<file path="src/rtl/fifo_ctrl_if.sv">
// Request/status bundle between the transaction layer and fifo_ctrl.
// The slave side is the controller; the master side issues push/pop and thresholds.
interface fifo_ctrl_if #(
    parameter int unsigned ADDR_W = 3
) ();
    logic              push;
    logic              pop;
    logic [ADDR_W:0]   th_alto;
    logic [ADDR_W:0]   th_bajo;
    logic              wr_en;
    logic              rd_en;
    logic [ADDR_W-1:0] wr_ptr;
    logic [ADDR_W-1:0] rd_ptr;
    logic              valid_out;
    logic [ADDR_W:0]   count;
    logic              full;
    logic              empty;
    logic              almost_full;
    logic              almost_empty;
    logic              error;

    modport master (
        output push, pop, th_alto, th_bajo,
        input  wr_en, rd_en, wr_ptr, rd_ptr, valid_out, count,
        input  full, empty, almost_full, almost_empty, error
    );

    modport slave (
        input  push, pop, th_alto, th_bajo,
        output wr_en, rd_en, wr_ptr, rd_ptr, valid_out, count,
        output full, empty, almost_full, almost_empty, error
    );
endinterface

</file>
<file path="src/rtl/fifo_ctrl.sv">
// Pointer/flag controller driving an external DEPTH x DATA_W register-file FIFO memory.
// Defining FIFO_CTRL_STICKY_ERR_EN makes error hold until reset instead of pulsing.
module fifo_ctrl #(
    parameter int unsigned DATA_W = 10,
    parameter int unsigned ADDR_W = 3,
    parameter int unsigned DEPTH  = 8
) (
    input logic        clk,
    input logic        reset,
    fifo_ctrl_if.slave bus
);
    localparam logic [ADDR_W:0] FullCnt = (ADDR_W + 1)'(DEPTH);

    if (DEPTH != (1 << ADDR_W) || DATA_W == 0) begin : g_bad_cfg
        $error("fifo_ctrl: DEPTH must equal 2**ADDR_W and DATA_W must be non-zero");
    end

    logic [ADDR_W-1:0] wr_ptr_q, wr_ptr_d;
    logic [ADDR_W-1:0] rd_ptr_q, rd_ptr_d;
    logic [ADDR_W:0]   count_q, count_d;
    logic              valid_q, valid_d;
    logic              error_q, error_d;

    logic full, empty;
    logic push_ok, pop_ok, rejected;

    // Count is the sole source of full/empty; pointers alike cannot tell them apart.
    always_comb begin
        full     = (count_q == FullCnt);
        empty    = (count_q == '0);
        // A full FIFO refuses push even alongside a pop, so read/write never share an address.
        push_ok  = bus.push & ~full;
        pop_ok   = bus.pop & ~empty;
        rejected = (bus.push & full) | (bus.pop & empty);
    end

    always_comb begin
        wr_ptr_d = wr_ptr_q;
        rd_ptr_d = rd_ptr_q;
        count_d  = count_q;
        if (push_ok) wr_ptr_d = wr_ptr_q + 1'b1;
        if (pop_ok)  rd_ptr_d = rd_ptr_q + 1'b1;
        unique case ({push_ok, pop_ok})
            2'b10:   count_d = count_q + 1'b1;
            2'b01:   count_d = count_q - 1'b1;
            default: count_d = count_q;
        endcase
        valid_d = pop_ok;
`ifdef FIFO_CTRL_STICKY_ERR_EN
        error_d = error_q | rejected;
`else
        error_d = rejected;
`endif
    end

    always_ff @(posedge clk or posedge reset) begin
        if (reset) begin
            wr_ptr_q <= '0;
            rd_ptr_q <= '0;
            count_q  <= '0;
            valid_q  <= 1'b0;
            error_q  <= 1'b0;
        end else begin
            wr_ptr_q <= wr_ptr_d;
            rd_ptr_q <= rd_ptr_d;
            count_q  <= count_d;
            valid_q  <= valid_d;
            error_q  <= error_d;
        end
    end

    assign bus.wr_en        = push_ok;
    assign bus.rd_en        = pop_ok;
    assign bus.wr_ptr       = wr_ptr_q;
    assign bus.rd_ptr       = rd_ptr_q;
    assign bus.valid_out    = valid_q;
    assign bus.count        = count_q;
    assign bus.full         = full;
    assign bus.empty        = empty;
    assign bus.almost_full  = (count_q >= bus.th_alto);
    assign bus.almost_empty = (count_q <= bus.th_bajo);
    assign bus.error        = error_q;
endmodule
</file>
<file path="src/flat_wrapper.sv">
// flat-port wrapper written by rule: the top's interface ports become plain ports
module fifo_ctrl_flat 
#(
    parameter int unsigned DATA_W = 10,
    parameter int unsigned ADDR_W = 3,
    parameter int unsigned DEPTH  = 8
)
  (clk, reset, bus_push, bus_pop, bus_th_alto, bus_th_bajo, bus_wr_en, bus_rd_en, bus_wr_ptr, bus_rd_ptr, bus_valid_out, bus_count, bus_full, bus_empty, bus_almost_full, bus_almost_empty, bus_error);
  fifo_ctrl_if #(.ADDR_W(ADDR_W)) bus_i ();
  input logic clk;
  input logic reset;
  input wire logic [$bits(bus_i.push)-1:0] bus_push;
  input wire logic [$bits(bus_i.pop)-1:0] bus_pop;
  input wire logic [$bits(bus_i.th_alto)-1:0] bus_th_alto;
  input wire logic [$bits(bus_i.th_bajo)-1:0] bus_th_bajo;
  output wire logic [$bits(bus_i.wr_en)-1:0] bus_wr_en;
  output wire logic [$bits(bus_i.rd_en)-1:0] bus_rd_en;
  output wire logic [$bits(bus_i.wr_ptr)-1:0] bus_wr_ptr;
  output wire logic [$bits(bus_i.rd_ptr)-1:0] bus_rd_ptr;
  output wire logic [$bits(bus_i.valid_out)-1:0] bus_valid_out;
  output wire logic [$bits(bus_i.count)-1:0] bus_count;
  output wire logic [$bits(bus_i.full)-1:0] bus_full;
  output wire logic [$bits(bus_i.empty)-1:0] bus_empty;
  output wire logic [$bits(bus_i.almost_full)-1:0] bus_almost_full;
  output wire logic [$bits(bus_i.almost_empty)-1:0] bus_almost_empty;
  output wire logic [$bits(bus_i.error)-1:0] bus_error;
  assign bus_i.push = bus_push;
  assign bus_i.pop = bus_pop;
  assign bus_i.th_alto = bus_th_alto;
  assign bus_i.th_bajo = bus_th_bajo;
  assign bus_wr_en = bus_i.wr_en;
  assign bus_rd_en = bus_i.rd_en;
  assign bus_wr_ptr = bus_i.wr_ptr;
  assign bus_rd_ptr = bus_i.rd_ptr;
  assign bus_valid_out = bus_i.valid_out;
  assign bus_count = bus_i.count;
  assign bus_full = bus_i.full;
  assign bus_empty = bus_i.empty;
  assign bus_almost_full = bus_i.almost_full;
  assign bus_almost_empty = bus_i.almost_empty;
  assign bus_error = bus_i.error;
  fifo_ctrl #(.DATA_W(DATA_W), .ADDR_W(ADDR_W), .DEPTH(DEPTH)) u_core (.clk(clk), .reset(reset), .bus(bus_i));
endmodule
</file>
<file path="config.mk">
export PLATFORM = sky130hd
export DESIGN_NAME = fifo_ctrl_flat
export DESIGN_NICKNAME = d
export VERILOG_FILES = /design/src/rtl/fifo_ctrl_if.sv /design/src/rtl/fifo_ctrl.sv /design/src/flat_wrapper.sv
export SDC_FILE = /design/constraint.sdc
export NUM_CORES = 1
export LEC_CHECK = 0
export CAP_MARGIN = 20
export CORE_MARGIN = 2
export CORE_UTILIZATION = 45
export DETAILED_ROUTE_END_ITERATION = 6
export DONT_BUFFER_PORTS = 1
export GPL_TIMING_DRIVEN = 0
export PLACE_DENSITY = 0.67
export SLEW_MARGIN = 10
export SYNTH_ARGS = -nofsm -noshare
export SYNTH_HDL_FRONTEND = slang
export SYNTH_SLANG_ARGS = --single-unit
</file>
<file path="constraint.sdc">
create_clock -name clk -period 4.18 [get_ports clk]
set_input_delay 1.254 -clock clk [delete_from_list [all_inputs] [get_ports clk]]
set_output_delay 1.254 -clock clk [all_outputs]
set_load 0.01 [all_outputs]
</file>
==> flow_summary.yaml <==
floorplanning:
  die_width_um: 46.4
  start_util: 0.475
  rows: 15
  die_h_um: 46.4
  io-pin-count: 30
  core_um2: 1710
  die-area_um2: 2160
logic_synthesis:
  post-synth-top-count-cell: "ha_1"
  yosys_most_used_dff: "dfrtp_1"
  synth.area.top_cells: "dfrtp_1 (37%), ha_1 (20%), inv_1 (5.6%)"
  synth_top_area_frac: 0.370
  ys_ff_latch: 12
  syn-mean-instance-area_um2: 10.7
  seq_area_frac_synth: 0.370
  yosysTopAreaCell: "dfrtp_1"
  postSynthNetCount: 102
  synth_edf_count: 0
  ys_warn_count: 0
  yosysUniqueCellTypes: 23
  synthTopCellsByCount: "ha_1 (13), dfrtp_1 (12), inv_1 (12)"
  async_flop_share: 1.00
  synthesis.area_um2: 811
  netlist_instances: 76
status:
  status: "finished, final reports clean"
placed_design:
  gp_congestion: 0.701
  portBuffers: 0
  placed_area_um2: 842
  hpwl_um: 987
timing:
  tightestPinTransition_ns: 0.439
  holdWs_ns: 0.532
  timing.fmax_mhz: 307
  setup_tns_ns: 0
  hold_violations: 0
  finClkSkew_ns: 0.00102
  rsz0062_at_grt: "false"
  setup_violations: 0
  fin_crit_sh: 0.779
  max_slew_margin: 0.707
  period_minus_slack_ns: 3.26
  drv_slew: 0
critical_path:
  worstPathCellList: "inv_1 -> ha_1 -> a21boi_0 -> o21ai_0 -> a21oi_1"
  worstPathRequired_ns: 2.93
  arrival_ns: 2.00
  crit_fanout: 1
  rrSetupSlack_ns: 1.74
  cp_top_family: "compound AO/OA/AOI/OAI gates"
  crit_path_max_incr_delay_ns: 0.25
  path_buf_inv: 1
  critPathLaunchType: "primary input"
  slowest_stage: "ha_1"
  crit_type: "primary input to output pin"
  end_kind: "output pin"
route:
  routed_via_density: 4.96
  routed_wl_um: 1180
  route.detailed.drc: 0
  vias: 521
  drtAntennaViolNets: 0
  dr.pass1.iters: 4
  drt_iter0_markers: 3
  wl_per_cell_um: 11.3
finish:
  num-nets-final: 107
  diodes: 0
  drive_above_1_share: 0.150
  area_growth_pct: 8.33
  fin_area_um2: 878
clock_tree:
  clkTransAtPathRegs_ns: 0.07
  numClockSinks: 12
  htreeDepth: 1
  cts_resized: 0
  clk_path_buf_depth: 2
  tritoncts: "yes"
  cts-buffers-inserted: 3
  root_buffer: "clkbuf_4"
  cts_hold_buf: 0
  postCtsSetupRepairBufs: 0
  clock_latency_ns: 0.26
grt:
  grt_pass1_vias: 508
  grt_pass1_wl_um: 2050
  overflow: 0
  antenna_found_initial: 0
  gr-usage-all-layers: 0.135
  grt_max_degree: 13
power_and_ir_drop:
  peakVddDrop_mv: 0.320
  powerDensity_nw_per_um2: 750
  leakage_nw: 0.440
worst_hold_path:
  hp-class: "flip-flop to flip-flop"
run:
  cap_violations: 0
## flip-flops by register name, summed over array words and instances (netlist names)
register and count:
u_core.bus.count 4, u_core.bus.error 1, u_core.bus.rd_ptr 3, u_core.bus.valid_out 1
u_core.bus.wr_ptr 3
## final cells by class
class	instances	area, um^2
multi-input cells	51	459
well taps	25	31.3
fillers	158	830
inverters	13	51.3
flip-flops and latches	12	300
clock buffers	4	36.3
## worst register-to-register path, delay by kind of cell (launching register included)
family	cells	cell delay, ns
flops	1	0.52
xor+xnor	1	0.15
fa+ha+maj	2	0.61
simple gates	3	0.79
compound gates	2	0.29
## routing by layer
metal  global-route usage  up-vias  wire (um)
li1                     -      260          -
met1                0.141      242        467
met2                0.233       17        608
met3               0.0510        2         90
met4               0.0686        0         18
met5                    0        -          0
## cells by family (layout without fill, tap and decap cells)
logic type	after synthesis	after routing	share of synthesized area
AOI/OAI and AO/OA	11	11	0.0756
xor gates and xnor gates	7	7	0.0756
adders and majority gates	14	14	0.225
buffers and inverters	13	17	0.0633
DFF	12	12	0.370
muxes	2	2	0.0309
and+or+nand+nor	17	17	0.159
## stage by stage
step | utilization | std cells | total power, mW | setup slack [ns]
6_report | 0.514 | 105 | 0.658 | 0.925
5_1_grt | 0.514 | 105 | 0.733 | 0.835
4_1_cts | 0.514 | 105 | 0.669 | 0.911
3_5_place_dp | 0.493 | 101 | 0.581 | 0.911
3_3_place_gp | 0.493 | 101 | 0.567 | 0.915
2_1_floorplan | - | 76 | 0.522 | 0.964
## worst paths after layout
path,endpoint,from,cells after the start
worst min register to register,u_core.bus.wr_ptr[2]$_DFFE_PP0P_,u_core.bus.wr_ptr[2]$_DFFE_PP0P_,1
worst max register to register,u_core.bus.count[3]$_DFFE_PP0P_,u_core.bus.count[0]$_DFFE_PP0P_,8
worst min-delay path,u_core.bus.wr_ptr[2]$_DFFE_PP0P_,u_core.bus.wr_ptr[2]$_DFFE_PP0P_,1
max in group asynchronous,u_core.bus.count[3]$_DFFE_PP0P_,reset,1
min in group asynchronous,u_core.bus.wr_ptr[2]$_DFFE_PP0P_,reset,1
worst max-delay path,bus_almost_full,bus_th_alto[1],5
## cells in the final DEF (no fill, tap or decap)
| cell | count |
|---|---|
| ha_1 | 13 |
| inv_1 | 12 |
| dfrtp_1 | 12 |
| nand2_1 | 7 |
| a21oi_1 | 5 |
| xnor2_1 | 4 |
| o21ai_0 | 4 |
| xor2_1 | 3 |
| clkbuf_4 | 3 |
| nor2_1 | 2 |
| nor4_4 | 1 |
| nor2b_2 | 1 |
| nand3_1 | 1 |
| and3_1 | 1 |
| nor3_2 | 1 |
| mux2_4 | 1 |
| mux2i_1 | 1 |
| nor4b_4 | 1 |
| nand2b_4 | 1 |
| inv_4 | 1 |
| a21boi_0 | 1 |
| a22o_1 | 1 |
| nand2_2 | 1 |
| fa_1 | 1 |
| clkbuf_8 | 1 |
## where the power goes
part	total, mW	switching, mW	leakage [nW]	internal, mW
clock network	0.0880	0.0351	0.0210	0.0528
logic	0.280	0.139	0.275	0.141
registers	0.290	0.118	0.143	0.173
total	0.658	0.292	0.440	0.366
(Power assumes the default switching activity.)
